--- src/rtl/multicycle_ctrl_pkg.sv ---
// multicycle_ctrl_pkg
// Shared encodings for the multicycle MIPS control path: ALU operation
// codes, the opcode and funct values the controller understands, and the
// FSM state type. Imported by multicycle_ctrl and funct_decode.
package multicycle_ctrl_pkg;

    // ALU operation select codes driven onto ALUOp
    localparam logic [2:0] ALU_OP_ADD = 3'd0;
    localparam logic [2:0] ALU_OP_SUB = 3'd1;
    localparam logic [2:0] ALU_OP_AND = 3'd2;
    localparam logic [2:0] ALU_OP_OR  = 3'd3;

    // Primary opcodes (instruction[31:26])
    localparam logic [5:0] OP_RTYPE = 6'h00;
    localparam logic [5:0] OP_J     = 6'h02;
    localparam logic [5:0] OP_BEQ   = 6'h04;
    localparam logic [5:0] OP_ADDIU = 6'h09;
    localparam logic [5:0] OP_ORI   = 6'h0D;
    localparam logic [5:0] OP_LW    = 6'h23;
    localparam logic [5:0] OP_SW    = 6'h2B;

    // R-type funct codes (instruction[5:0])
    localparam logic [5:0] FUNCT_ADDU = 6'h21;
    localparam logic [5:0] FUNCT_SUBU = 6'h23;
    localparam logic [5:0] FUNCT_AND  = 6'h24;
    localparam logic [5:0] FUNCT_OR   = 6'h25;

    // Controller states; codes 13..15 are unreachable and recover to S_RST
    typedef enum logic [3:0] {
        S_RST    = 4'd0,
        S_FETCH  = 4'd1,
        S_DECODE = 4'd2,
        S_MEMADR = 4'd3,
        S_MEMRD  = 4'd4,
        S_MEMWB  = 4'd5,
        S_MEMWR  = 4'd6,
        S_RTEX   = 4'd7,
        S_RTWB   = 4'd8,
        S_BEQ    = 4'd9,
        S_JUMP   = 4'd10,
        S_ITEX   = 4'd11,
        S_ITWB   = 4'd12
    } state_t;

endpackage

--- src/rtl/multicycle_ctrl_funct_decode.sv ---
// funct_decode
// Combinational R-type funct decoder. Maps the funct field to the ALU
// operation and flags whether the funct is one the datapath supports.
// Ports:
//   funct  in  6  instruction[5:0]
//   aluop  out 3  ALU operation for this funct (ADD when unsupported)
//   valid  out 1  1 when funct is addu/subu/and/or
module funct_decode
    import multicycle_ctrl_pkg::*;
(
    input  logic [5:0] funct,
    output logic [2:0] aluop,
    output logic       valid
);

    // Lookup of the four supported R-type functions; anything else is
    // reported invalid so DECODE can take the illegal-instruction path.
    always_comb begin
        aluop = ALU_OP_ADD;
        valid = 1'b0;
        case (funct)
            FUNCT_ADDU: begin aluop = ALU_OP_ADD; valid = 1'b1; end
            FUNCT_SUBU: begin aluop = ALU_OP_SUB; valid = 1'b1; end
            FUNCT_AND:  begin aluop = ALU_OP_AND; valid = 1'b1; end
            FUNCT_OR:   begin aluop = ALU_OP_OR;  valid = 1'b1; end
            default:    begin aluop = ALU_OP_ADD; valid = 1'b0; end
        endcase
    end

endmodule

--- src/rtl/multicycle_ctrl.sv ---
// multicycle_ctrl
// Main control FSM of the multicycle MIPS datapath. Sequences fetch,
// decode, execute, memory and write-back one state per clock and drives
// every datapath control line as a Moore function of state (plus
// opcode/funct, and zero for the PC enable).
// Ports:
//   clk, rst                clock, asynchronous active-high reset
//   opcode, funct           fields of the latched instruction
//   zero                    ALU zero flag, used by beq
//   PCEn                    PC load enable = PCWrite | (PCWriteCond & zero)
//   IorD, MemRead, MemWrite memory address select and enables
//   IRWrite                 instruction register load
//   RegDst, MemtoReg, RegWrite  register-file write controls
//   ExtOp                   1 = sign-extend immediate, 0 = zero-extend
//   ALUSrcA, ALUSrcB, ALUOp ALU operand selects and operation
//   PCSource                PC next-value select
//   Illegal, InstrDone      decode-error pulse, end-of-instruction pulse
module multicycle_ctrl
    import multicycle_ctrl_pkg::*;
(
    input  logic       clk,
    input  logic       rst,
    input  logic [5:0] opcode,
    input  logic [5:0] funct,
    input  logic       zero,
    output logic       PCEn,
    output logic       IorD,
    output logic       MemRead,
    output logic       MemWrite,
    output logic       IRWrite,
    output logic       RegDst,
    output logic       MemtoReg,
    output logic       RegWrite,
    output logic       ExtOp,
    output logic       ALUSrcA,
    output logic [1:0] ALUSrcB,
    output logic [2:0] ALUOp,
    output logic [1:0] PCSource,
    output logic       Illegal,
    output logic       InstrDone
);

    state_t     state;
    state_t     next_state;
    logic       pc_write;
    logic       pc_write_cond;
    logic [2:0] funct_aluop;
    logic       funct_valid;

    funct_decode u_funct_decode (
        .funct (funct),
        .aluop (funct_aluop),
        .valid (funct_valid)
    );

    // The branch decision is taken in the same cycle the ALU compares the
    // operands, so zero feeds the PC enable combinationally.
    assign PCEn = pc_write | (pc_write_cond & zero);

    // State register; reset drops straight into S_RST even mid-instruction.
    always_ff @(posedge clk or posedge rst) begin
        if (rst) begin
            state <= S_RST;
        end else begin
            state <= next_state;
        end
    end

    // Next-state and output decode. Every output starts at 0 and each
    // state raises only the lines it needs, so S_RST and any stray code
    // produce an all-quiet datapath.
    always_comb begin
        next_state    = S_RST;
        pc_write      = 1'b0;
        pc_write_cond = 1'b0;
        IorD          = 1'b0;
        MemRead       = 1'b0;
        MemWrite      = 1'b0;
        IRWrite       = 1'b0;
        RegDst        = 1'b0;
        MemtoReg      = 1'b0;
        RegWrite      = 1'b0;
        ExtOp         = 1'b0;
        ALUSrcA       = 1'b0;
        ALUSrcB       = 2'd0;
        ALUOp         = ALU_OP_ADD;
        PCSource      = 2'd0;
        Illegal       = 1'b0;
        InstrDone     = 1'b0;
        case (state)
            S_RST: begin
                next_state = S_FETCH;
            end
            S_FETCH: begin
                MemRead    = 1'b1;
                IRWrite    = 1'b1;
                pc_write   = 1'b1;
                ALUSrcB    = 2'd1;
                next_state = S_DECODE;
            end
            S_DECODE: begin
                // Branch target is computed speculatively for every opcode
                ALUSrcB = 2'd3;
                ExtOp   = 1'b1;
                case (opcode)
                    OP_LW, OP_SW:     next_state = S_MEMADR;
                    OP_BEQ:           next_state = S_BEQ;
                    OP_J:             next_state = S_JUMP;
                    OP_ADDIU, OP_ORI: next_state = S_ITEX;
                    OP_RTYPE: begin
                        if (funct_valid) begin
                            next_state = S_RTEX;
                        end else begin
                            Illegal    = 1'b1;
                            InstrDone  = 1'b1;
                            next_state = S_FETCH;
                        end
                    end
                    default: begin
                        Illegal    = 1'b1;
                        InstrDone  = 1'b1;
                        next_state = S_FETCH;
                    end
                endcase
            end
            S_MEMADR: begin
                ALUSrcA    = 1'b1;
                ALUSrcB    = 2'd2;
                ExtOp      = 1'b1;
                next_state = (opcode == OP_LW) ? S_MEMRD : S_MEMWR;
            end
            S_MEMRD: begin
                MemRead    = 1'b1;
                IorD       = 1'b1;
                next_state = S_MEMWB;
            end
            S_MEMWB: begin
                RegWrite   = 1'b1;
                MemtoReg   = 1'b1;
                InstrDone  = 1'b1;
                next_state = S_FETCH;
            end
            S_MEMWR: begin
                MemWrite   = 1'b1;
                IorD       = 1'b1;
                InstrDone  = 1'b1;
                next_state = S_FETCH;
            end
            S_RTEX: begin
                ALUSrcA    = 1'b1;
                ALUOp      = funct_aluop;
                next_state = S_RTWB;
            end
            S_RTWB: begin
                RegWrite   = 1'b1;
                RegDst     = 1'b1;
                InstrDone  = 1'b1;
                next_state = S_FETCH;
            end
            S_BEQ: begin
                ALUSrcA       = 1'b1;
                ALUOp         = ALU_OP_SUB;
                pc_write_cond = 1'b1;
                PCSource      = 2'd1;
                InstrDone     = 1'b1;
                next_state    = S_FETCH;
            end
            S_JUMP: begin
                pc_write   = 1'b1;
                PCSource   = 2'd2;
                InstrDone  = 1'b1;
                next_state = S_FETCH;
            end
            S_ITEX: begin
                // ori zero-extends its immediate, addiu sign-extends
                ALUSrcA    = 1'b1;
                ALUSrcB    = 2'd2;
                ExtOp      = (opcode != OP_ORI);
                ALUOp      = (opcode == OP_ORI) ? ALU_OP_OR : ALU_OP_ADD;
                next_state = S_ITWB;
            end
            S_ITWB: begin
                RegWrite   = 1'b1;
                InstrDone  = 1'b1;
                next_state = S_FETCH;
            end
            default: begin
                next_state = S_RST;
            end
        endcase
    end

endmodule

--- config.mk ---
export PLATFORM = sky130hd
export DESIGN_NAME = multicycle_ctrl
export DESIGN_NICKNAME = d
export VERILOG_FILES = /design/src/rtl/multicycle_ctrl_pkg.sv /design/src/rtl/multicycle_ctrl_funct_decode.sv /design/src/rtl/multicycle_ctrl.sv
export SDC_FILE = /design/constraint.sdc
export NUM_CORES = 1
export LEC_CHECK = 0
export ABC_AREA = 0
export CORE_AREA = 2 2 39 41
export DETAILED_ROUTE_END_ITERATION = 16
export DIE_AREA = 0 0 41 43
export DONT_BUFFER_PORTS = 1
export PLACE_DENSITY_LB_ADDON = 0.12
export SETUP_SLACK_MARGIN = 0.15
export SYNTH_ARGS = -nofsm -noshare
export SYNTH_HDL_FRONTEND = slang
export SYNTH_SLANG_ARGS = --single-unit
export TNS_END_PERCENT = 5
--- constraint.sdc ---
create_clock -name clk -period 2.3 [get_ports clk]
set_clock_uncertainty 0.05 [all_clocks]
set_input_delay 0.46 -clock clk [delete_from_list [all_inputs] [get_ports clk]]
set_output_delay 0.46 -clock clk [all_outputs]
set_load 0.03 [all_outputs]
* Yosys cells after proc, flatten, opt, wreduce, memory -nomap -nowiden
Cells that the tools add are included.
** Storage, ports and cells
- Register bits :: 4
** Cells by class
- Reduce and logical (&&, ||, !) cells :: 15
- Mux-type cells :: 25
- Bitwise operators :: 2
- Eq/ne operators :: 23
** Operators with widths (count)
- == test 6 bit, second input constant :: 6
- case mux 4 bit (7 select lines) :: 1
- == test 4 bit, second input constant :: 5
- case mux 4 bit (5 select lines) :: 1
- == test 4 x 3 -> 1 bit, second input constant :: 4
- OR reduction 2 bit :: 7
- 2-to-1 mux 1 bit :: 13
- == test 6 x 4 -> 1 bit, second input constant :: 2
- case mux 2 bit (3 select lines) :: 2
- OR reduction 6 bit :: 2
- case mux 3 bit (3 select lines) :: 1
- == test 4 x 2 -> 1 bit, second input constant :: 2
- OR reduction 4 bit :: 2
- OR reduction 7 bit :: 1
- == test 6 x 2 -> 1 bit, second input constant :: 1
- == test 6 x 3 -> 1 bit, second input constant :: 1
- logical NOT 6 bit :: 1
- != test 6 x 4 -> 1 bit, second input constant :: 1
- case mux 1 bit (2 select lines) :: 3
- == test 4 x 1 -> 1 bit, second input constant :: 1
- logical NOT 4 bit :: 1
- 2-to-1 mux 2 bit :: 2
- case mux 2 bit (2 select lines) :: 1
- 2-to-1 mux 3 bit :: 1
- 3 further kinds :: 3

* Longest topological paths before layout
- Depth after elaboration :: 6
- Gate-level depth with buffers :: 5

* Hierarchy
A second synthesis with hierarchy kept.
** Unflattened totals
- Cells, all modules :: 95
- Area, all modules :: 649.4 um^2
** By module, submodules not included
- multicycle_ctrl :: seq. area each 100.1 um^2, area an instance 586.8 um^2, instances 1, cells an instance 86
- funct_decode :: seq. area each 0.0 um^2, area an instance 62.6 um^2, instances 1, cells an instance 9

* Worst setup path after synthesis
OpenSTA, ideal clock, no wires.
- Path kind :: in2out
- Start :: input port opcode[0]
- End :: output port Illegal
- Slack :: 0.094 ns
- Data required time :: 1.790 ns
- Arrival :: 1.696 ns
- Stages on the path :: 4
- Cell sequence :: nor3_1 > and3b_2 > a221oi_2 > nor3_1
** On the way
- Cells in the longest elaborated chain, start to end :: 4
- Elaborated cells on any way between the ends :: 10
- Those cells by class :: eq/ne: 6; mux: 2; reduce/logical: 2
** RTL lines
- from (decl) :: line multicycle_ctrl.sv:23 : input logic [5:0] opcode,
- == test 6 bit (tied with other cells) :: line multicycle_ctrl.sv:105 : case (opcode)
- OR reduction 6 bit (no source line)
- case mux 1 bit (2 select lines) * :: line multicycle_ctrl.sv:105
- 2-to-1 mux 1 bit * :: line multicycle_ctrl.sv:90 : case (state)
- to (decl) :: line multicycle_ctrl.sv:39 : output logic Illegal,
Mark *: on every way between the ends. The rest lies on a longest branch, timed or not.

* Worst setup path in the final report
- Start :: input port funct[3]
- End :: output port Illegal
** On the way
- Cells in the longest elaborated chain, start to end :: 6
- Elaborated cells on any way between the ends :: 9
- Those cells by class :: eq/ne: 4; mux: 4; reduce/logical: 1
** RTL lines
- from (decl) :: line multicycle_ctrl.sv:24 : input logic [5:0] funct,
- == test 6 bit :: line multicycle_ctrl_funct_decode.sv:21 : case (funct)
- OR reduction 4 bit (no source line) *
- 2-to-1 mux 1 bit * :: line multicycle_ctrl_funct_decode.sv:21
- 2-to-1 mux 1 bit * :: line multicycle_ctrl.sv:111 : if (funct_valid) begin
- case mux 1 bit (2 select lines) * :: line multicycle_ctrl.sv:105
- 2-to-1 mux 1 bit * :: line multicycle_ctrl.sv:90
Marks and branches as above.

==> impl_results.md <==
- Status: finished, final reports clean
- Overflow after GRT: 0
- Placement Rows: 14
- # nets final: 127
- Post-DP HPWL: 1.24 mm
- Antenna-violating nets left: 0
- EDFF count, synth: 0
- DRC violations left: 0
- RR Endpoint: state[1]
- Cell area after synthesis: 663 um^2
- RSZ-0062 raised after global routing: yes
- Post-synthesis net count: 109
- Core area: 1380 um^2
- CP max stage cell: or3b_4
- Hold Path Sink: state[1]
- Die Y: 43 um
- Top Registers: state (4)
- Hold path start: opcode[4]
- Die ar.: 1760 um^2
- Die Wd: 41 um
- Post-synthesis sequential area ratio: 0.151
- Fin. max-slew vios: 0
- Clk buf depth: 2
- Largest net degree at the start of global routing: 16
- Layout Cells excl Fill: 126
- Worst reg-to-reg path cell count: 5
- Drt first pass iters: 4
- Warnings from Yosys: 0
- Crit path launch type: input port
- Internal: 0.471 mW
- Buffers & Inverters on Critical Path: 1
- Unique cell type count in the Yosys netlist: 40
- Dominant synthesized flop cell: dfrtp_1
- Critical Path, Cell by Cell: or3b_4 > a21o_1 > a221oi_2 > nor3_2 > buf_4
- CTS buffer count: 3
- Mean Syn Cell Area: 7.05 um^2
- N_diodes: 0
- GP Congestion: 0.780
- Sw Ratio: 0.575
- Commonest cells after routing, fill and taps aside: buf_4 (21), nor2_1 (12), a21oi_1 (11), nand2_1 (7)
- Htree depth: 1
- Reg with most FFs: state
- Clk_lat worst skew: 0.23 ns
- Critical Path End Type: primary output
- # setup viols final: 0
- Max Fclk: 464 MHz
- CTS sink cnt: 4
- I/O pin total: 34
- Combinational share of power: 0.782
- Synth Register Bits: 4
- Hold Path Class: in2reg
- Starting DRT DRC Count: 11
- Placed cells: 120
- WL/cell: 13.1 um
- CTS tree: yes
- Fin crit share: 0.936
- Final hold viol count: 0
- Total Routing Usage GR: 0.192
- Sw Pwr: 0.637 mW
- Async S/R FF share, synth: 1.00
- Clock share of power: 0.077
- Max incr delay on CP: 0.39 ns
- First-pass GRT wire length: 2.37 mm
- Final min period: 2.15 ns
- Worst-path clk slew: 0.04 ns
- Lkg Pwr: 0.345 nW
- Initial antenna violation count: 0
- Worst R2R Start: state[0]
- CP Data Required Time: 1.79 ns
- Port bufs: 0
- Layout cells sized above 1: 0.327
- Layout area overhead: 23.0%
- Min-Delay Path Depth: 2
- Commonest non-fill, non-tap cell in the layout: buf_4
- Flop pwr share: 0.142
- R2R Setup Slk: 0.72 ns
- Final setup margin: 0.147 ns
- Max-cap violations: 0
- Starting Density: 0.479
- CP delay by family, top: compound AO/OA/AOI/OAI gates
- Crit Path Category: in2out
- Mapped Cells: 94
- Overall power: 1.11 mW
- Total Wirelength: 1.65 mm
- Arr. time, crit path: 1.64 ns
- Vias in the first global route: 594
- TNS Setup: 0 ns
- Via density: 5.94
- Vias: 749
- DP Worst Slack: 0.159 ns
- Max FFs per register: 4
- Peak supply drop: 441 uV
- Pwr Density: 1360 nW/um^2
- Root Buffer: clkbuf_4
- Crit Path Max Fanout: 4
- Filler cell count: 145
kinds of logic (layout without fill, tap and decap cells):
family                    Yosys count  in the layout  synth area share
xor gates and xnor gates            3              3            0.0396
buffers and inverters              13             29             0.130
AOI/OAI and AO/OA                  29             29             0.308
other                               1              1           0.00565
and+or+nand+nor                    44             44             0.366
DFF                                 4              4             0.151
metal layers:
metal	routed length, um	up-vias	global-route usage
met5	0	-	0
li1	-	377	-
met3	113	0	0.0681
met2	748	26	0.266
met1	789	346	0.272
met4	0	0	0.0600
cell usage after synthesis (3+ instances only):
cell	instances	area, um^2
a21oi_1	12	60.1
a31oi_1	3	18.8
buf_2	4	20.0
dfrtp_1	4	100
inv_1	3	11.3
nand2_1	7	26.3
nand2b_1	5	31.3
nor2_1	12	45.0
nor3_1	5	25.0
final cells by class:
| type | instances | area (um^2) | area share |
|---|---|---|---|
| multi-input cells | 77 | 488 | 0.598 |
| repair buffers | 22 | 168 | 0.206 |
| flip-flops and latches | 4 | 103 | 0.126 |
| clock buffers | 3 | 22.5 | 0.0276 |
| well taps | 16 | 20.0 | 0.0245 |
| inverters | 4 | 15.0 | 0.0184 |
per-stage QoR:
stage | cell area [um^2] | hold WS (ns) | utilization
after floorplan | 668 | 0.176 | -
after global routing | 816 | 0.404 | 0.590
after CTS | 798 | 0.379 | 0.577
after detailed placement | 759 | 0.189 | 0.549
final | 816 | 0.384 | 0.590
after global placement | 759 | 0.183 | 0.549
worst max path at each step:
stage / depth (start not counted) / from / end / slack [ns]
after floorplan: 3 / funct[3] / ALUOp[1] / 0.17
after global placement: 4 / funct[3] / InstrDone / 0.16
after detailed placement: 4 / funct[3] / InstrDone / 0.16
after CTS: 4 / state[3] / ALUOp[1] / 0.06
after global routing: 4 / state[2] / ALUOp[1] / 0.11
final: 5 / funct[3] / Illegal / 0.15
power groups by stage:
stage / Clock (mW) / Sequential [mW] / Combinational (mW)
after floorplan: 0 / 0.110 / 0.680
after global placement: 0 / 0.160 / 0.824
after detailed placement: 0 / 0.160 / 0.827
after CTS: 0.0884 / 0.160 / 0.841
after global routing: 0.0922 / 0.164 / 0.927
final: 0.0850 / 0.157 / 0.866
what timing repair did:
action	4_1_cts	5_1_grt
buffers inserted	0	2
hold endpoints to repair	4	0
endpoints found under the setup margin	2	4
resized for setup	2	2
hold buffers	1	0
Power figures use the tool's default switching activity.
